**src/rtl/mem_stream_pkg.sv**
```systemverilog
// Shared definitions for the memory stream reader: FSM state encoding and
// the counter-width helper.
package mem_stream_pkg;

  typedef enum logic [2:0] {
    ST_IDLE  = 3'd0,
    ST_FETCH = 3'd1,
    ST_WAIT  = 3'd2,
    ST_SEND  = 3'd3,
    ST_DONE  = 3'd4
  } state_t;

  // One spare bit so the counter can represent LENGTH itself without wrapping.
  function automatic int addr_width(input int length);
    return $clog2(length) + 1;
  endfunction

endpackage

```
**src/rtl/addr_counter.sv**
```systemverilog
// Address counter for the stream reader: synchronous clear, count enable and
// a terminal flag raised once the value reaches LENGTH-1.
module addr_counter #(
  parameter int LENGTH = 64,
  parameter int ADDR_W = $clog2(LENGTH) + 1
) (
  input  logic              clk,
  input  logic              rst,
  input  logic              clr,
  input  logic              en,
  output logic [ADDR_W-1:0] value,
  output logic              last
);

  logic [ADDR_W-1:0] cnt_q;

  always_ff @(posedge clk) begin
    if (rst || clr) begin
      cnt_q <= '0;
    end else if (en) begin
      cnt_q <= cnt_q + ADDR_W'(1);
    end
  end

  assign value = cnt_q;
  assign last  = (cnt_q >= ADDR_W'(LENGTH - 1));

endmodule

```
**src/rtl/mem_stream_reader.sv**
```systemverilog
// Walks a synchronous-read memory from address 0 to LENGTH-1 and emits each
// word on a valid/ready stream. Optional STREAM_CHECKSUM_EN adds a checksum port.
module mem_stream_reader
  import mem_stream_pkg::*;
#(
  parameter  int LENGTH = 64,
  parameter  int DATA_W = 8,
  localparam int ADDR_W = addr_width(LENGTH)
) (
  input  logic              clk,
  input  logic              rst,
  input  logic              start,
  output logic              busy,
  output logic              done,
  output logic [ADDR_W-1:0] mem_addr,
  output logic              mem_rd_en,
  input  logic [DATA_W-1:0] mem_rdata,
  output logic [DATA_W-1:0] out_data,
  output logic              out_valid,
  input  logic              out_ready
`ifdef STREAM_CHECKSUM_EN
  ,output logic [DATA_W+ADDR_W-1:0] checksum
`endif
);

  state_t            state_q, state_d;
  logic              cnt_clr, cnt_en, cnt_last, capture;
  logic [DATA_W-1:0] data_p1;

  addr_counter #(
    .LENGTH (LENGTH),
    .ADDR_W (ADDR_W)
  ) u_addr_counter (
    .clk   (clk),
    .rst   (rst),
    .clr   (cnt_clr),
    .en    (cnt_en),
    .value (mem_addr),
    .last  (cnt_last)
  );

  always_ff @(posedge clk) begin
    if (rst) begin
      state_q <= ST_IDLE;
    end else begin
      state_q <= state_d;
    end
  end

  always_comb begin
    state_d   = state_q;
    cnt_clr   = 1'b0;
    cnt_en    = 1'b0;
    capture   = 1'b0;
    busy      = 1'b1;
    done      = 1'b0;
    mem_rd_en = 1'b0;
    out_valid = 1'b0;
    case (state_q)
      ST_IDLE: begin
        busy = 1'b0;
        if (start) begin
          cnt_clr = 1'b1;
          state_d = ST_FETCH;
        end
      end
      ST_FETCH: begin
        mem_rd_en = 1'b1;
        state_d   = ST_WAIT;
      end
      ST_WAIT: begin
        capture = 1'b1;
        state_d = ST_SEND;
      end
      ST_SEND: begin
        out_valid = 1'b1;
        if (out_ready) begin
          // The final word leaves the counter at LENGTH-1 so it never wraps.
          if (cnt_last) begin
            state_d = ST_DONE;
          end else begin
            cnt_en  = 1'b1;
            state_d = ST_FETCH;
          end
        end
      end
      ST_DONE: begin
        done    = 1'b1;
        state_d = ST_IDLE;
      end
      default: state_d = ST_IDLE;
    endcase
  end

  // Read data stage: memory word lands one cycle after the strobe.
  always_ff @(posedge clk) begin
    if (rst) begin
      data_p1 <= '0;
    end else if (capture) begin
      data_p1 <= mem_rdata;
    end
  end

  assign out_data = data_p1;

`ifdef STREAM_CHECKSUM_EN
  logic                     hs;
  logic [DATA_W+ADDR_W-1:0] sum_q;

  assign hs = out_valid && out_ready;

  always_ff @(posedge clk) begin
    if (rst || cnt_clr) begin
      sum_q <= '0;
    end else if (hs) begin
      sum_q <= sum_q + {{ADDR_W{1'b0}}, data_p1};
    end
  end

  assign checksum = sum_q;
`endif

endmodule
```
**config.mk**
```make
export PLATFORM = sky130hd
export DESIGN_NAME = mem_stream_reader
export DESIGN_NICKNAME = d
export VERILOG_FILES = /design/src/rtl/mem_stream_pkg.sv /design/src/rtl/addr_counter.sv /design/src/rtl/mem_stream_reader.sv
export SDC_FILE = /design/constraint.sdc
export NUM_CORES = 1
export LEC_CHECK = 0
export BUFFER_PORTS_ARGS = -buffer_cell sky130_fd_sc_hd__buf_2
export CORE_MARGIN = 1.5
export CORE_UTILIZATION = 48
export CTS_CLUSTER_DIAMETER = 100
export CTS_CLUSTER_SIZE = 25
export DETAILED_ROUTE_END_ITERATION = 8
export GPL_TIMING_DRIVEN = 0
export PLACE_DENSITY = 0.77
export SYNTH_ARGS = -nofsm -noshare
export SYNTH_HDL_FRONTEND = slang
export SYNTH_SLANG_ARGS = --single-unit
```
**constraint.sdc**
```tcl
create_clock -name clk -period 1.85 [get_ports clk]
set_input_delay 0.2775 -clock clk [delete_from_list [all_inputs] [get_ports clk]]
set_output_delay 0.2775 -clock clk [all_outputs]
set_load 0.02 [all_outputs]
```
Word level (Yosys, flattened, before mapping)
Index checks and enable logic that the tools add are counted.
- flip-flop bits (word level): 18
- bits in latches: 0
- memory bits (writable): 0
- ROM bits: 0
- input bits: 12
- output and inout port bits: 19
- logic and storage cells: 28
- memories kept: 0
- add/sub/neg operators: 1
- multiply operators: 0
- divide/modulo/power cells: 0
- magnitude comparators: 1
- equality and inequality tests: 6
- shift operators: 0
- muxes and demuxes: 14
- bitwise gates (word level): 0
- reductions and logical operators: 3
- operators by type and width (operator ; count):
    3-bit one-hot mux with 4 select lines ; 1
    1-bit two-way mux ; 10
    3-bit two-way mux ; 3
    7-bit by 1-bit adder with 7-bit output, second input constant ; 1
    7-bit by 6-bit >= comparator with 1-bit output, second input constant ; 1
    3-bit by 2-bit equality test with 1-bit output, second input constant ; 2
    2-bit inequality test, second input constant ; 2
    3-bit by 1-bit equality test with 1-bit output, second input constant ; 1
    3-bit equality test, second input constant ; 1
    3-bit zero test ; 1
    2-bit AND reduction ; 1
    1-bit logical OR ; 1

Logic depth before layout (Yosys ltp)
- word-level depth: 4
- depth in mapped cells: 5
- gate-level depth less buffers: 4

Cells and area by module
Synthesis repeated with hierarchy kept, for this count alone.
- cells, all modules: 87
- area total of the unflattened synthesis: 833.3 µm²
- by module, submodules not included (module ; instances ; cells an instance ; area each (µm²) ; sequential area each (µm²)):
    mem_stream_reader ; 1 ; 54 ; 529.3 ; 220.2
    addr_counter ; 1 ; 33 ; 304.0 ; 140.1

Worst setup path after synthesis
No wires, ideal clock.
- kind: reg-to-reg
- from: register u_addr_counter.cnt_q[0] (netlist: u_addr_counter.value[0])
- to: register u_addr_counter.cnt_q[4] (netlist: u_addr_counter.value[4])
- setup time: 116 ps
- arrival time: 1390 ps
- data required time: 1734 ps
- setup slack: 344 ps
- cell stages (with the launch flop): 5
- path buffers: 0
- clock period less this slack: 1506 ps
- path through: dfxtp_1 -> ha_1 -> nand3_1 -> or4_1 -> o211a_1
- longest elaborated chain between the ends: 4
- elaborated cells on any way between the ends: 5
- those cells by class: add/sub: 1; order compare: 1; mux: 3
- RTL lines (item ; line ; RTL):
    from (decl) ; addr_counter.sv:15 ; logic [ADDR_W-1:0] cnt_q;
    from (signal assigned) ; addr_counter.sv:21 ; cnt_q <= cnt_q + ADDR_W'(1);
    7-bit by 6-bit >= comparator with 1-bit output ; addr_counter.sv:26 ; assign last = (cnt_q >= ADDR_W'(LENGTH - 1));
    1-bit two-way mux ; mem_stream_reader.sv:79 ; if (cnt_last) begin
    1-bit two-way mux ; mem_stream_reader.sv:77 ; if (out_ready) begin
    1-bit two-way mux ; mem_stream_reader.sv:59 ; case (state_q)
Parallel ways exist; a longest one is shown, timed or not.
A chain may end at the register's enable or synchronous reset.

Worst setup path after layout
- from: register state_q[0]
- to: output port busy
- longest elaborated chain between the ends: 2
- RTL lines (item ; line ; RTL):
    from (decl) ; mem_stream_reader.sv:26 ; state_t state_q, state_d;
    from (signal assigned) ; mem_stream_reader.sv:46 ; state_q <= state_d;
    3-bit zero test ; mem_stream_reader.sv:59 ;
    1-bit two-way mux ; mem_stream_reader.sv:59 ;
    to (decl) ; mem_stream_reader.sv:13 ; output logic busy,
No other way between the ends.

==> impl_results.md <==
* Hold Path End: state_q[2]
* Grt ovf at 0
* Setup-failing EPs final at 0
* Max_cap viols at 0
* Vias in the first global route at around 670
* Syn nets at between 100 and 150
* Largest net degree at the start of global routing at 11
* Cts repair resizes at 0
* IO buf count at 29
* Clock group share of total power at 0.242
* Syn avg cell area at about 10 um2
* Initial DRC Count at 6
* Final worst path period share at 0.8307
* Area occupied by multi-input gates at 470.5 um2
* Hpwl dp at 1.226 mm
* Ys Warns at 0
* Gate Count Post-Synth at 88
* Sw Pwr at approximately 0.22 mW
* CTS buffer count at 3
* First-pass DRT Iterations at 4
* Synth top area share at 0.4062
* Initial antenna violation count at 0
* Setup TNS at 0 ns
* Hold Vio Cnt, Final at 0
* Chip width at ~46 um
* Arrival @ worst endpoint at approximately 1.3 ns
* Post-DRT Antenna Nets at 0
* Fmax at between 600 and 700 MHz
* CORE AREA at between 1500 and 2000 um2
* Root buffer cell: clkbuf_4
* PnR worst setup slack at 0.3133 ns
* Critical Path Source Type: flip-flop
* DR vias at ~740
* Final critical-path required period at 1.537 ns
* Slew @ Worst Pin at around 0.41 ns
* Power density over cell area at approximately 720 nW/um2
* # fillers at approximately 170
* Post-CTS Setup Bufs at 0
* Clk slew on worst S/H paths at ~0.10 ns
* Nets at about 140
* Pins over their slew limit at 0
* # diodes at 0
* Vias/cell at 5.117
* Sequential power share at 0.529
* Worst slew margin at 0.7225
* Comb pwr share at 0.229
* Sink Count at 18
* Post-route non-filler standard cell count at 145
* CP endpoint kind: output pin
* FFs w/ async S/R, synth at 0
* Io pins at 31
* RSZ-0062 raised after global routing: false
* Top_reg_cell synth: dfxtp_1
* Status: finished clean
* Rows at 15
* Worst r2r path cells at 4
* Final wirelength at roughly 1.6 mm
* Area grow syn2layout at 22.43%
* Sequential cell area fraction in the yosys report at 0.4062
* Net Sw Frac at 0.2782
* Placed insts at between 100 and 150
* DRC violations left at 0
* Unique masters post-synth at 35
* Syn Std Cell Area at 887.1 um2
* Int Pwr at between 0.5 and 0.6 mW
* First-pass GRT wire length at about 2.7 mm
* Fraction of layout cells with a size suffix above 1 at 0.3583
* Hold Crit Start: out_ready
* R2R Path End: u_addr_counter.value[4]
* R2R Setup Slk at around 0.34 ns
* Crit path required time at between 1.5 and 2 ns
* Initial Utilization at 0.5138
* CP Class: flip-flop to output pin
* List of most frequent post-synthesis cells: 18 x dfxtp_1, 12 x mux2i_1, 11 x nor2_1
* Post-Place Setup Slack at roughly 0.36 ns
* Area contributors post-synth: dfxtp_1 41%, mux2i_1 14%, nor2_1 4.7%
* Hold depth at 3
* TritonCTS clock tree: built
* Min-delay worst type: primary input to flip-flop
* Leakage at 0.5048 nW
* Total GRT Usage at 0.1830
* Register area at approximately 360 um2
* Chip height at around 46 um
* Cell taking the most area after synthesis: dfxtp_1
* Register bit total from synthesis at 18
* H-tree levels at 1
* Number of enable flip-flop cells after synthesis at 0
* Die footprint at about 2100 um2
* Worst-path fanout max at 10
* CTS max path bufs at 2
* Worst r2r src: state_q[1]
* Worst vdd ir at 0.5302 mV
* Most frequent cell after synthesis: dfxtp_1
* Per-cell routed wire length at around 11 um
* Clock latency on the worst-skew pair at between 0.2 and 0.3 ns
* Final estimated routing congestion in global placement at about 0.80
* Clock Skew at approximately 0.0032 ns
* # hold bufs at CTS at 0
[cells in the final DEF, fill, tap and decap left out, types with 2 or more instances in the layout]
master	n
dfxtp_1	18
or3b_1	3
buf_2	32
o211a_1	2
clkbuf_4	3
nand3b_1	5
nor3b_1	4
nor2_1	11
nor4b_1	2
buf_6	2
nand3_1	2
mux2i_1	12
[worst max-delay path, cell delays in order, from the launching register on]
cell and delay [ns]:
dfxtp_1 0.30, buf_2 0.17, or3_1 0.34, buf_2 0.16
[logic make-up (layout without fill, tap and decap cells)]
kind of cell / Yosys count / count (layout) / synth area share
AO/OA/AOI/OAI: 9 / 9 / 0.07900
buffers and inverters: 9 / 41 / 0.06345
multiplexers: 12 / 12 / 0.1354
AND/OR/NAND/NOR: 39 / 39 / 0.3018
adder cells (fa/ha/maj): 1 / 1 / 0.01410
flip-flops: 18 / 18 / 0.4062
[area by class of cell]
| class | count | area share |
|---|---|---|
| buffer | 7 | 0.04493 |
| sequential | 18 | 0.3318 |
| multi-input combinational | 61 | 0.4332 |
| clock buffer | 3 | 0.02074 |
| tap | 25 | 0.02880 |
| timing repair buffer | 29 | 0.1336 |
| inverter | 2 | 0.006912 |
[registers in the layout (all words and copies together) (netlist names)]
signal,cells
out_data,8
u_addr_counter.value,7
state_q,3
[power by group through the flow]
stage               Sequential [mW]  Combinational [mW]  Clock (mW)
global placement              0.422               0.176           0
floorplan                     0.438               0.117           0
global route                  0.416               0.195       0.211
CTS                           0.414               0.180       0.199
detailed placement            0.422               0.180           0
finish                        0.413               0.179       0.189
[worst max-delay path by stage]
stage	from	to	cells after the start
floorplan	u_addr_counter.value[0]	u_addr_counter.value[4]	4
global placement	state_q[0]	u_addr_counter.value[6]	5
detailed placement	state_q[0]	u_addr_counter.value[6]	5
CTS	state_q[0]	busy	3
global route	u_addr_counter.value[0]	u_addr_counter.value[0]	4
finish	state_q[0]	busy	3
[routing by layer]
layer,global-route usage,part of all wire,vias up
li1,-,-,384
met1,0.2203,0.47,338
met2,0.2722,0.48,18
met3,0.05159,0.041,2
met4,0.1371,0.011,0
met5,0,0,-
[through the flow]
stage / hold slack, ns / total power [mW] / util / cell area [um2]
final: 0.2222 / 0.7812 / 0.6290 / 1086
after global routing: 0.2250 / 0.8225 / 0.6290 / 1086
after detailed placement: 0.4805 / 0.6023 / 0.6159 / 1064
after floorplan: 0.3913 / 0.5553 / - / 887.1
after global placement: 0.4675 / 0.5974 / 0.6159 / 1064
after CTS: 0.2116 / 0.7923 / 0.6290 / 1086
Power figures use the tool's default switching activity.
